## src/rtl/stopwatch_pkg.sv

```systemverilog
// Shared types and default constants for the stopwatch control sequencer.
package stopwatch_pkg;
    typedef enum logic [2:0] {IDLE, RUN, LAP, PAUSE, FULL} sw_state_t;

    localparam logic [15:0] MAX_BCD_DEF     = 16'h5999;
    localparam int          BLINK_TICKS_DEF = 50;
endpackage

```

## src/rtl/edge_det.sv

```systemverilog
// Rising-edge detector on a debounced key level. The history register resets
// high so that a key held through reset does not look like a fresh press.
module edge_det (
    input  logic clk,
    input  logic nrst,
    input  logic d,
    output logic rise
);
    logic d_q;

    always_ff @(posedge clk or negedge nrst) begin
        if (!nrst) d_q <= 1'b1;
        else       d_q <= d;
    end

    assign rise = d & ~d_q;
endmodule

```

## src/rtl/stopwatch_ctrl.sv

```systemverilog
// Stopwatch control sequencer: gates ticks to the counter chain, clears it,
// freezes the display for laps, saturates at MAX_BCD and drives the dp status.
module stopwatch_ctrl
    import stopwatch_pkg::*;
#(
    parameter logic [15:0] MAX_BCD     = MAX_BCD_DEF,
    parameter int          BLINK_TICKS = BLINK_TICKS_DEF
) (
    input  logic        clk,
    input  logic        nrst,
    input  logic        key_ss,
    input  logic        key_lr,
    input  logic        tick,
    input  logic [15:0] time_bcd,
    output logic        cnt_tick,
    output logic        cnt_clr,
    output logic [15:0] disp_bcd,
    output logic        dp,
    output logic        running
);
    localparam int BW = (BLINK_TICKS > 1) ? $clog2(BLINK_TICKS) : 1;

    sw_state_t      state, state_nxt;
    logic           ss_e, lr_raw, lr_e;
    logic           at_max, full_hit;
    logic           lap_load, clr_nxt, dp_nxt;
    logic [BW-1:0]  blink_cnt, blink_nxt;
    logic [15:0]    lap_reg;

    edge_det u_ss (.clk(clk), .nrst(nrst), .d(key_ss), .rise(ss_e));
    edge_det u_lr (.clk(clk), .nrst(nrst), .d(key_lr), .rise(lr_raw));

    // Start/stop wins a simultaneous press; the lap/reset edge is dropped.
    assign lr_e     = lr_raw & ~ss_e;
    assign at_max   = (time_bcd == MAX_BCD);
    assign full_hit = tick & at_max;

    always_comb begin
        state_nxt = state;
        lap_load  = 1'b0;
        clr_nxt   = 1'b0;
        case (state)
            IDLE:  if (ss_e) state_nxt = RUN;
            RUN: begin
                if (ss_e)          state_nxt = PAUSE;
                else if (lr_e)     begin state_nxt = LAP; lap_load = 1'b1; end
                else if (full_hit) state_nxt = FULL;
            end
            LAP: begin
                if (ss_e)          state_nxt = PAUSE;
                else if (lr_e)     state_nxt = RUN;
                else if (full_hit) state_nxt = FULL;
            end
            PAUSE: begin
                if (ss_e)      state_nxt = RUN;
                else if (lr_e) begin state_nxt = IDLE; clr_nxt = 1'b1; end
            end
            FULL:  if (lr_e) begin state_nxt = IDLE; clr_nxt = 1'b1; end
            default: state_nxt = IDLE;
        endcase
    end

    // Blink restarts lit on every entry into LAP or FULL, including LAP->FULL.
    always_comb begin
        blink_nxt = '0;
        dp_nxt    = 1'b0;
        if (state_nxt == LAP || state_nxt == FULL) begin
            if (state_nxt != state) begin
                dp_nxt = 1'b1;
            end else begin
                dp_nxt    = dp;
                blink_nxt = blink_cnt;
                if (tick) begin
                    if (blink_cnt == BW'(BLINK_TICKS - 1)) begin
                        blink_nxt = '0;
                        dp_nxt    = ~dp;
                    end else begin
                        blink_nxt = blink_cnt + BW'(1);
                    end
                end
            end
        end else begin
            dp_nxt = (state_nxt == RUN);
        end
    end

    always_ff @(posedge clk or negedge nrst) begin
        if (!nrst) begin
            state     <= IDLE;
            lap_reg   <= '0;
            cnt_clr   <= 1'b0;
            dp        <= 1'b0;
            blink_cnt <= '0;
            running   <= 1'b0;
        end else begin
            state     <= state_nxt;
            cnt_clr   <= clr_nxt;
            dp        <= dp_nxt;
            blink_cnt <= blink_nxt;
            running   <= (state_nxt == RUN) || (state_nxt == LAP);
            if (lap_load) lap_reg <= time_bcd;
        end
    end

    // Gating on the registered state keeps the counters from wrapping past MAX_BCD.
    assign cnt_tick = tick & ((state == RUN) || (state == LAP)) & ~at_max;
    assign disp_bcd = (state == LAP) ? lap_reg : time_bcd;
endmodule

```

## config.mk

```make
export PLATFORM = sky130hd
export DESIGN_NAME = stopwatch_ctrl
export DESIGN_NICKNAME = d
export VERILOG_FILES = /design/src/rtl/stopwatch_pkg.sv /design/src/rtl/edge_det.sv /design/src/rtl/stopwatch_ctrl.sv
export SDC_FILE = /design/constraint.sdc
export NUM_CORES = 1
export LEC_CHECK = 0
export BUFFER_PORTS_ARGS = -buffer_cell sky130_fd_sc_hd__clkbuf_2
export CELL_PAD_IN_SITES_DETAIL_PLACEMENT = 0
export CELL_PAD_IN_SITES_GLOBAL_PLACEMENT = 2
export CORE_ASPECT_RATIO = 0.7
export CORE_MARGIN = 5
export CORE_UTILIZATION = 34
export CTS_BUF_LIST = sky130_fd_sc_hd__clkbuf_16
export CTS_CLUSTER_DIAMETER = 120
export DETAILED_ROUTE_END_ITERATION = 8
export PLACE_DENSITY_LB_ADDON = 0.1
export SLEW_MARGIN = 20
export SYNTH_ARGS = -nofsm -noshare
export SYNTH_HDL_FRONTEND = slang
export SYNTH_SLANG_ARGS = --single-unit
```

## constraint.sdc

```tcl
create_clock -name clk -period 1.8 [get_ports clk]
set_clock_uncertainty 0.05 [all_clocks]
set_input_delay 0.27 -clock clk [delete_from_list [all_inputs] [get_ports clk]]
set_output_delay 0.27 -clock clk [all_outputs]
set_load 0.005 [all_outputs]
```

# Yosys cells after proc, flatten, opt, wreduce, memory -nomap -nowiden
# Cells that the tools add are included.
word_totals:
  ff_bits: 30
  inputBits: 21
classes:
  eq_ne: 12
  bitwise: 11
  addsub: 1
  muxes: 22
  n_reduce_logical: 5
op_table:
  columns: ["operator", "count"]
  rows:
  - ["$mux W3", 8]
  - ["$mux W6", 4]
  - ["$eq A16 B15 Y1 const B", 1]
  - ["$mux W16", 1]
  - ["$pmux W3 S5", 1]
  - ["$eq A3 B2 Y1 const B", 3]
  - ["$mux W1", 7]
  - ["$add A6 B1 Y6 const B", 1]
  - ["$and A1 B1 Y1", 6]
  - ["$eq A3 B1 Y1 const B", 2]
  - ["$eq A3 B3 Y1 const B", 2]
  - ["$eq A6 B6 Y1 const B", 1]
  - ["$not A1 Y1", 5]
  - ["$logic_not A3 Y1", 1]
  - ["$logic_or A1 B1 Y1", 3]
  - ["$ne A3 B1 Y1 const B", 1]
  - ["$ne A3 B2 Y1 const B", 1]
  - ["$ne A3 B3 Y1", 1]
  - ["$pmux W1 S2", 1]
  - ["$reduce_and A2 Y1", 1]

# Depth between registers and ports, before layout
# Gate-level depths: netlist of the first run.
depth:
  word_depth: 11
  mapped_depth: 7
  mapped_depth_nobuf: 7

# Cells and area by module
# From an unflattened synthesis of the first run, not the netlist that was laid out.
unflattened:
  hier_cells: 156
  area_unflattened_um2: 1754.2
by_module_without_submodules:
  columns: ["module", "cells_each", "area_each_um2", "instances", "seq_area_each_um2"]
  rows:
  - ["stopwatch_ctrl", 152, 1674.1, 1, 700.7]
  - ["edge_det", 2, 40.0, 2, 26.3]

# Worst setup path before layout of the first run
# OpenSTA, ideal clock, no wires.
synth_path:
  path_type: "register to output"
  from: "register state[1]"
  to: "output disp_bcd[10]"
  t_arrival_ns: 1.411
  slack_ns: 0.069
  path_stages_with_launch: 5
  path_cell_list: "dfrtp_1 > inv_1 > nor3_4 > buf_4 > mux2_2"
synth_between:
  elab_chain_len: 2
synth_rtl:
  columns: ["item", "line", "source"]
  rows:
  - ["start: declaration", "stopwatch_ctrl.sv:23", "sw_state_t state, state_nxt;"]
  - ["start signal: assignment", "stopwatch_ctrl.sv:96", "state <= state_nxt;"]
  - ["$eq A3 B2 Y1", "stopwatch_ctrl.sv:107", "assign disp_bcd = (state == LAP) ? lap_reg : time_bcd;"]
  - ["$mux W16", "stopwatch_ctrl.sv:107", null]
  - ["end: declaration", "stopwatch_ctrl.sv:17", "output logic [15:0] disp_bcd,"]
# No other way between the ends.

# Worst setup path in the final report of the first run
layout_path:
  from: "register state[2]"
  to: "output disp_bcd[15]"
# The elaborated chain is that of the path after synthesis.

==> results of run 1 <==
worst paths after layout:
path                                   from           end  slack (ns)  depth (start not counted)
worst min register to register  lap_reg[15]   lap_reg[15]        0.46                          1
worst max-delay path               state[2]  disp_bcd[15]       -0.09                          5
min in group asynchronous              nrst       running        0.49                          3
worst max register to register     state[0]            dp       -0.01                          6
max in group asynchronous              nrst      u_lr.d_q        0.90                          3
worst min-delay path                 key_lr      u_lr.d_q        0.04                          1
stage by stage:
stage,util,area [µm²],hold slack (ns)
after floorplan,-,1730,-0.0756
after global placement,0.439,2130,0.261
after detailed placement,0.439,2130,0.266
after CTS,0.506,2460,0.0384
after global routing,0.510,2480,0.0363
final,0.510,2480,0.0426
logic make-up (layout without fill, tap and decap cells):
group,count (synthesis),in the layout,share of synthesized area
AO/OA/AOI/OAI,20,20,0.0826
flip-flops,30,30,0.436
adder cells (fa/ha/maj),2,2,0.0145
multiplexers,34,34,0.220
buffers and inverters,8,76,0.0282
AND/OR/NAND/NOR,50,50,0.198
XOR/XNOR,4,4,0.0203
cells in the final DEF (no fill, tap or decap), types with 4 or more instances in the layout:
master and count:
clkbuf_2 39, dfrtp_1 26, buf_4 18, mux2_4 16, mux2_2 15, nor2_1 9
nand2_1 7, a21oi_1 5, clkbuf_16 5, o21ai_0 4, nor3_1 4
final cells by class:
type / instances / area [µm²]
fillers: 429 / 2380
multi-input cells: 110 / 1020
flip-flops and latches: 30 / 756
repair buffers: 64 / 435
clock buffers: 5 / 125
well taps: 69 / 86.3
clock inverters: 3 / 40.0
inverters: 4 / 15.0
repair_timing:
item                                   4_1_cts  5_1_grt
setup endpoints to repair                   18       18
hold buffers                                 1        0
resized for setup                           25        5
endpoints found under the hold margin       28        0
pin swaps                                    3        1
gates cloned                                 1        0
setup buffers                                5        0
per-layer routing:
layer	routed length (µm)	global-route usage
met1	2090	0.189
met4	85	0.0496
met3	237	0.0564
met2	2040	0.213
met5	0	0
power breakdown:
| part | switching (mW) | internal, mW |
|---|---|---|
| Clock | 0.299 | 0.646 |
| Combinational | 0.489 | 0.661 |
| Sequential | 0.121 | 0.911 |
worst max-delay path: cells and delay by family (launching register included):
family                 cells  cell delay [ns]
buffers and inverters      3             0.40
DFF                        1             0.42
muxes                      1             0.30
and+or+nand+nor            1             0.17
cell usage after synthesis, types with 3 or more instances:
| master | instances | area (µm²) |
|---|---|---|
| mux2_2 | 31 | 349 |
| dfrtp_1 | 28 | 701 |
| nor2_1 | 9 | 33.8 |
| nand2_1 | 8 | 30.0 |
| a21oi_1 | 5 | 25.0 |
| nor3_1 | 5 | 25.0 |
| inv_1 | 4 | 15.0 |
| o21ai_0 | 4 | 20.0 |
| and4bb_2 | 3 | 37.5 |
| buf_4 | 3 | 22.5 |
| nand3_1 | 3 | 15.0 |
| o211ai_1 | 3 | 22.5 |
| xor2_1 | 3 | 26.3 |
==> impl_results.md, run 1 <==
* Layout net count at 238
* Fraction of layout cells with a size suffix above 1 at 0.588
* Total Routed Length at 4.45 mm
* Post-layout minimum cycle time at between 1.5 and 2 ns
* Final Non-Filler Cells at 285
* Tot Pwr at 3.13 mW
* Setup TNS at -1.37 ns
* Critical Path Source Type: flop
* First-pass GRT wire length at 7.29 mm
* Pre-CTS WS at 0.00849 ns
* Avg Vias per Cell at 5.02
* # placed instances at 270
* Gpl congestion at 0.763
* Gr usage total at 0.144
* Root Driver: clkbuf_16
* Pin count of the biggest net entering global routing at 31
* Max reg flops at 16
* Drt drc at 0
* TritonCTS clock tree: built
* Static leakage at 1.15 nW
* Failing checks: setup timing
* Slowest stage cell, crit path: dfrtp_2
* Synth-to-layout area growth at 43.5%
* HPWL Detailed at about 3 mm
* Final Hold Vio Count at 0
* Die area at 0.00663 mm²
* Max transition margin at 0.743
* Slew Viols, Final at 0
* Htree depth at 2
* Sequential fraction of the synthesis area at 0.436
* YS warnings at 0
* Clock Path Buffers at 2
* Peak Freq at 528 MHz
* Critical path capture point type: output pin
* # Max-Cap Violations at 0
* Clock tree sinks at 30
* Flops & latches, synth at 30
* First DRT Iteration DRCs at 32
* Worst-path fanout max at 8
* Synth Flop Type: dfrtp_1
* Syn_area_per_cell at 11.7 µm²
* Mapped Cells at 148
* Die X at 95.2 µm
* # IOs at 41
* Clk Latency, worst-skew pair at 0.27 ns
* Peak supply drop at 0.000610 V
* Post-synth EDFFs at 0
* DR vias at 1431
* Initial antenna violation count at 0
* Pre-antenna DRT Iters at 4
* Std cell rows at 21
* Core area at 0.00486 mm²
* Synth cell types at 45
* PwrDens at between 1000 and 1500 mW/mm²
* Crit path DAT at between 1.5 and 2 ns
* Vias in the first global route at 1462
* Req. time, crit path at about 1.5 ns
* Setup violators final at 17
* Clock transition at path regs at 0.05 ns
* I/O Buffers at 40
* GR Overflow Total at 0
* Post-synthesis cell area at between 0.0015 and 0.002 mm²
* Final worst slack at -0.0939 ns
* CP Cell Sequence: nor3_4, buf_6, buf_12, mux2_4, clkbuf_2
* Mapped Nets at 171
* Slowest stage delay, CP at 0.42 ns
* ANT cells at 0
* Synth async-reset ratio at 1.00
* RSZ-0062 raised after global routing: true
* Worst Max-Slew Pin Slew at 0.386 ns
* Cts bufs inserted at 5
* Post-DR wirelength/cell at approximately 16 µm
* Crit Path Category: flop to output pin
* Die height at 69.6 µm
* Initial Util at 0.355
* Final ANT Viol Nets at 0
* Part of the cycle the worst path needs at 1.05
* Worst hold path type: primary input to flop
* Status: finished, violations left
No activity file was read; power rests on OpenSTA's default activity.
==> run 2, diff against run 1 <==
--- a/config.mk
+++ b/config.mk
@@ -14,6 +14,7 @@
 export CTS_BUF_LIST = sky130_fd_sc_hd__clkbuf_16
 export CTS_CLUSTER_DIAMETER = 120
 export DETAILED_ROUTE_END_ITERATION = 8
+export MAX_ROUTING_LAYER = met4
 export PLACE_DENSITY_LB_ADDON = 0.1
 export SLEW_MARGIN = 20
 export SYNTH_ARGS = -nofsm -noshare
==> run 2 against run 1 <==
Against the previous run: the run still ends with setup timing left; combinational power hardly changed; setup slack hardly changed; sequential share of layout area unchanged; utilization unchanged; wire length rose by 0.13%; critical path depth grew 1; count of clock-buffer cells in the layout unchanged; die area stayed put; power hardly changed; clock power hardly changed; non-clock buffer count stayed put; highest routed layer unchanged; largest power group unchanged; hold slack about the same.
==> impl_results.md, run 2 (synthesis results as in run 1) <==
* Crit Path Category: flop to output pin
* Worst Max-Slew Pin Slew at 0.381 ns
* Final Non-Filler Cells at 285
* Clock Path Buffers at 2
* RSZ-0062 raised after global routing: true
* # placed instances at between 200 and 300
* Critical Path Source Type: flop
* Std cell rows at 21
* Total Routed Length at around 4.5 mm
* Final Hold Vio Count at 0
* Fin util at 0.510
* PwrDens at 1260 mW/mm²
* Clock transition at path regs at 0.05 ns
* Critical path capture point type: output pin
* Cts bufs inserted at 5
* Worst r2r src: state[0]
* Hold depth at 1
* Worst r2r path cells at 6
* TritonCTS clock tree: built
* Max reg flops at 16
* Fraction of layout cells with a size suffix above 1 at 0.588
* Clock tree sinks at 30
* Slew Viols, Final at 0
* NetSw at about 0.9 mW
* Status: finished, violations left
* Critical path origin: state[1]
* Vias in the first global route at 1461
* Initial Util at 0.355
* Worst-path fanout max at 8
* Final ANT Viol Nets at 0
* Failing checks: setup timing
* Pin count of the biggest net entering global routing at 31
* # IOs at 41
* First DRT Iteration DRCs at 36
* Crit path DAT at 1.57 ns
* Pre-antenna DRT Iters at 4
* Commonest cells after routing, fill and taps aside: clkbuf_2 (39), dfrtp_1 (26), buf_4 (18)
* Initial antenna violation count at 0
* Worst hold path type: primary input to flop
* DR vias at 1433
* Comb pwr share at 0.368
* GR Overflow Total at 0
* Clock group share of total power at 0.302
* Core area at 0.00486 mm²
* Peak Freq at ~530 MHz
* ANT cells at 0
* Final worst slack at -0.0942 ns
* Req. time, crit path at 1.48 ns
* Root Driver: clkbuf_16
* Htree depth at 2
* Avg Vias per Cell at 5.03
* Max transition margin at 0.746
* Die X at 95.2 µm
* Min-delay src: key_lr
* Int Pwr at 2.22 mW
* Layout net count at 238
* Die height at 69.6 µm
* Reg power frac at 0.330
* Part of the cycle the worst path needs at 1.05
* Synth-to-layout area growth at 43.5%
* Drt drc at 0
* Setup violators final at 17
* Post-DR wirelength/cell at 15.6 µm
* Static leakage at between 1 and 1.5 nW
* Die area at ~0.0066 mm²
* Gpl congestion at roughly 0.77
* Clk Latency, worst-skew pair at about 0.27 ns
* Peak supply drop at 0.000610 V
* Gr usage total at 0.148
* Sw Ratio at 0.290
* I/O Buffers at 40
* Commonest non-fill, non-tap cell in the layout: clkbuf_2
* HPWL Detailed at 3.01 mm
* Post-layout minimum cycle time at 1.89 ns
* # Max-Cap Violations at 0
* First-pass GRT wire length at 7.32 mm
==> run 2: cell counts in the layout (fill, tap and decap cells not counted) <==
No cell type changed its count.
==> run 2: per-stage QoR <==
step	worst slack [ns]	setup TNS, ns	total power [mW]	hold WS [ns]	cell area [µm²]
after global placement	0.0652	0	1.95	0.261	2130
after detailed placement	0.00849	0	1.98	0.266	2130
after floorplan	0.0687	0	1.61	-0.0756	1730
after global routing	-0.170	-2.66	3.31	0.0363	2480
after CTS	-0.0919	-1.34	3.12	0.0384	2460
final	-0.0942	-1.37	3.12	0.0430	2480
==> run 2: layout make-up <==
cell class,instances,area (µm²)
flip-flops and latches,30,756
repair buffers,64,435
clock buffers,5,125
fillers,429,2380
clock inverters,3,40.0
inverters,4,15.0
multi-input cells,110,1020
well taps,69,86.3
==> run 2: what timing repair did <==
item,CTS,global route
hold buffers,1,0
gates cloned,1,0
gates resized for setup,25,5
setup buffers,5,0
pin swaps,3,1
endpoints found under the hold margin,28,0
endpoints found under the setup margin,18,18
==> run 2: worst paths after layout <==
check                                    end  slack [ns]
worst max-delay path            disp_bcd[15]       -0.09
worst min-delay path                u_lr.d_q        0.04
worst max register to register            dp       -0.01
worst min register to register   lap_reg[15]        0.46
max in group asynchronous           u_lr.d_q        0.90
min in group asynchronous            running        0.49
==> run 2: power groups by stage <==
stage | combinational [mW] | clock [mW] | sequential (mW)
2_1_floorplan | 0.598 | 0 | 1.01
3_3_place_gp | 0.933 | 0 | 1.02
3_5_place_dp | 0.942 | 0 | 1.04
4_1_cts | 1.13 | 0.970 | 1.03
5_1_grt | 1.25 | 1.00 | 1.06
6_report | 1.15 | 0.945 | 1.03
==> run 2: worst max-delay path: stages (launching register included) <==
cell	delay (ns)
dfrtp_1	0.36
inv_2	0.06
nor3_4	0.18
buf_6	0.15
buf_12	0.14
mux2_4	0.30
clkbuf_2	0.11
==> run 2: per-layer routing <==
layer / track usage / share of wire / up-vias / wire, µm
met4: 0.0496 / 0.020 / 0 / 91
met1: 0.191 / 0.47 / 699 / 2080
met2: 0.212 / 0.46 / 47 / 2050
met5: - / 0 / - / 0
met3: 0.0564 / 0.052 / 12 / 232
li1: - / - / 675 / -
==> run 3, diff against run 2 <==
--- a/config.mk
+++ b/config.mk
@@ -5,12 +5,13 @@
 export SDC_FILE = /design/constraint.sdc
 export NUM_CORES = 1
 export LEC_CHECK = 0
+export ABC_AREA = 1
 export BUFFER_PORTS_ARGS = -buffer_cell sky130_fd_sc_hd__clkbuf_2
 export CELL_PAD_IN_SITES_DETAIL_PLACEMENT = 0
 export CELL_PAD_IN_SITES_GLOBAL_PLACEMENT = 2
 export CORE_ASPECT_RATIO = 0.7
 export CORE_MARGIN = 5
-export CORE_UTILIZATION = 34
+export CORE_UTILIZATION = 29
 export CTS_BUF_LIST = sky130_fd_sc_hd__clkbuf_16
 export CTS_CLUSTER_DIAMETER = 120
 export DETAILED_ROUTE_END_ITERATION = 8
==> run 3 against run 2 <==
Against the previous run: the flow still finishes with violations (setup timing); global-route usage down 1.3 points; critical endpoint is now blink_cnt[1]; register-to-register slack worse by 0.06 ns; synthesized cell count up 76%; highest routed layer unchanged; utilization down 5.3 points; wire length up 21%; critical path type is now flop to flop; via count up 30%; largest power group unchanged; sequential power about the same.
==> impl_results.md, run 3 <==
* Status: finished, violations left
* Failing checks: setup timing
* GR Overflow Total at 0
* First DRT Iteration DRCs at 89
* Fill cells at 641
* Worst r2r path cells at 12
* Crit path DAT at 2.01 ns
* Tot Pwr at about 4.2 mW
* Top-area cell type share of the netlist area at 0.377
* Worst hold path type: primary input to flop
* Req. time, crit path at 1.94 ns
* Pre-antenna DRT Iters at 4
* Top Family by Delay on Critical Path: simple AND/OR/NAND/NOR gates
* Std cell rows at 24
* Synth-to-layout area growth at 53.0%
* Final Hold Vio Count at 0
* Synth area leader: dfrtp_1
* Reg area at 756 µm²
* TritonCTS clock tree: built
* Final Non-Filler Cells at 425
* Area contributors post-synth: dfrtp_1 (38%), nand2_1 (15%), o21ai_0 (8.9%), inv_1 (7.3%), nand4_1 (3.0%)
* # Max-Cap Violations at 0
* First-pass GRT wire length at between 8 and 9 mm
* Synth async-reset ratio at 1.00
* Die area at approximately 0.0081 mm²
* Die height at about 77 µm
* Min-delay src: key_lr
* # placed instances at 409
* Final ANT Viol Nets at 0
* Fraction of layout cells with a size suffix above 1 at 0.429
* Post-DR wirelength/cell at 12.7 µm
* Commonest non-fill, non-tap cell in the layout: nand2_1
* HPWL Detailed at 3.63 mm
* Critical path capture point type: flop
* Sequential fraction of the synthesis area at 0.406
* Total Routed Length at 5.38 mm
* Hold endpoint: u_lr.d_q
* Multi-input gate area at 0.00102 mm²
* Setup violators final at 12
* DR vias at 1857
* Initial antenna violation count at 0
* Clk Latency, worst-skew pair at between 0.2 and 0.3 ns
* # IOs at 41
* Clock tree sinks at 30
* YS warnings at 0
* Slew Viols, Final at 0
* Worst path most repeated cell: nand2_4
* Cts bufs inserted at 5
* Flops & latches, synth at 30
* Post-synth EDFFs at 0
* Gr usage total at 0.136
* Clock transition at path regs at 0.05 ns
* Peak supply drop at 0.000454 V
* Avg Vias per Cell at 4.37
* Hold depth at 1
* ANT cells at 0
* Static leakage at between 1.5 and 2 nW
* Slowest stage delay, CP at 0.54 ns
* Drt drc at 0
* Worst Max-Slew Pin Slew at around 0.40 ns
* Crit Path Category: flop to flop
* Reg-to-reg endpoint: blink_cnt[1]
* Core area at between 0.006 and 0.007 mm²
* R2r setup slk at -0.07 ns
* Vias in the first global route at 1766
* PwrDens at 1490 mW/mm²
* Mapped Cells at 261
* Die X at 106 µm
* Clock Path Buffers at 2
* Final worst slack at -0.0716 ns
* Critical Path Source Type: flop
* Initial Util at 0.299
* Worst r2r src: u_ss.d_q
* Pin count of the biggest net entering global routing at 33
* Mapped Nets at 284
* Gpl congestion at a little under 0.9
* Synth cell count leaders: nand2_1 (72), inv_1 (36), o21ai_0 (33)
* Count leader, synth: nand2_1
* CP Cell Sequence: nor2_4, inv_2, buf_4, nor3_1, nand3b_1, inv_2, nand3_2, nand2_4, nand2_4, nor2_8, nand2_4, o21ai_1
* Worst-path fanout max at 8
* Root Driver: clkbuf_16
* RSZ-0062 raised after global routing: true
* Commonest cells after routing, fill and taps aside: nand2_1 (61), buf_4 (38), inv_1 (37)
* I/O Buffers at 40
* Part of the cycle the worst path needs at 1.04
* Htree depth at 2
* Fin util at 0.457
* Synth Flop Type: dfrtp_1
* WHS at 0.0554 ns
* Synth cell types at 27
* Post-synthesis cell area at around 0.0019 mm²
* Max transition margin at 0.730
* Slowest stage cell, crit path: dfstp_2
* Layout net count at 369
* Post-layout minimum cycle time at roughly 1.9 ns
* Peak Freq at 534 MHz
* Syn_area_per_cell at 7.11 µm²
* Critical path buffers and inverters at 3
* Max reg flops at 16
## run 3: cell count changes in the layout (fill, tap and decap cells not counted), sizes merged, moves of 9 or more
| cell | previous run | this run |
|---|---|---|
| nor2 | 9 | 19 |
| o21ai | 4 | 39 |
| nand3 | 3 | 12 |
| inv | 4 | 47 |
| mux2 | 32 | 0 |
| buf | 24 | 52 |
| nand2 | 8 | 81 |
## run 3: worst max path at each step
stage,from,to,cells after the start
global placement,u_ss.d_q,blink_cnt[2],12
floorplan,u_ss.d_q,dp,16
global route,state[1],dp,15
finish,u_ss.d_q,blink_cnt[1],12
detailed placement,u_ss.d_q,dp,13
CTS,u_ss.d_q,dp,13
## run 3: logic make-up after synthesis
kind of cell,count (synthesis),synth area share
AND/OR/NAND/NOR,127,0.329
XOR/XNOR,4,0.0189
buffers and inverters,53,0.108
adder cells (fa/ha/maj),2,0.0135
flip-flops,30,0.406
AO/OA/AOI/OAI,45,0.125
## run 3: power by group
part           leakage [nW]  switching [mW]  total (mW)  internal, mW
combinational          1.04            1.19        2.24          1.05
sequential            0.379           0.142        1.06         0.915
clock                0.0826           0.284       0.925         0.641
## run 3: cell type report
type,count,area share
inverter,46,0.0643
multi-input combinational,178,0.359
tap,78,0.0344
clock inverter,3,0.0132
sequential,30,0.266
timing repair buffer,85,0.219
clock buffer,5,0.0441
## run 3: repair_timing
item,CTS,global route
endpoints found under the setup margin,24,19
hold buffers,1,0
setup buffers,0,4
gates cloned,1,3
endpoints found under the hold margin,28,0
gates resized for setup,17,50
pin swaps,5,13
## run 3: through the flow
step / setup slack, ns / setup TNS, ns / instance area [µm²]
2_1_floorplan: 0.00563 / 0 / 1860
3_3_place_gp: -0.185 / -1.03 / 2410
3_5_place_dp: -0.158 / -0.713 / 2410
4_1_cts: -0.0888 / -0.440 / 2660
5_1_grt: -0.213 / -1.98 / 2840
6_report: -0.0716 / -0.388 / 2840
## run 3: worst register-to-register path, cell delays in order, from the launching register on
cell and delay, ns:
dfstp_2 0.54, nor2_4 0.04, inv_2 0.10, buf_4 0.12
nor3_1 0.03, nand3b_1 0.19, inv_2 0.10, nand3_2 0.08
nand2_4 0.10, nand2_4 0.07, nor2_8 0.14, nand2_4 0.10
o21ai_1 0.15
## run 3: per-layer routing
| metal | up-vias | track usage | share of wire |
|---|---|---|---|
| met5 | - | - | 0 |
| met4 | 0 | 0.0310 | 0.0022 |
| met3 | 2 | 0.0378 | 0.046 |
| met2 | 42 | 0.179 | 0.42 |
| met1 | 814 | 0.203 | 0.53 |
| li1 | 999 | - | - |
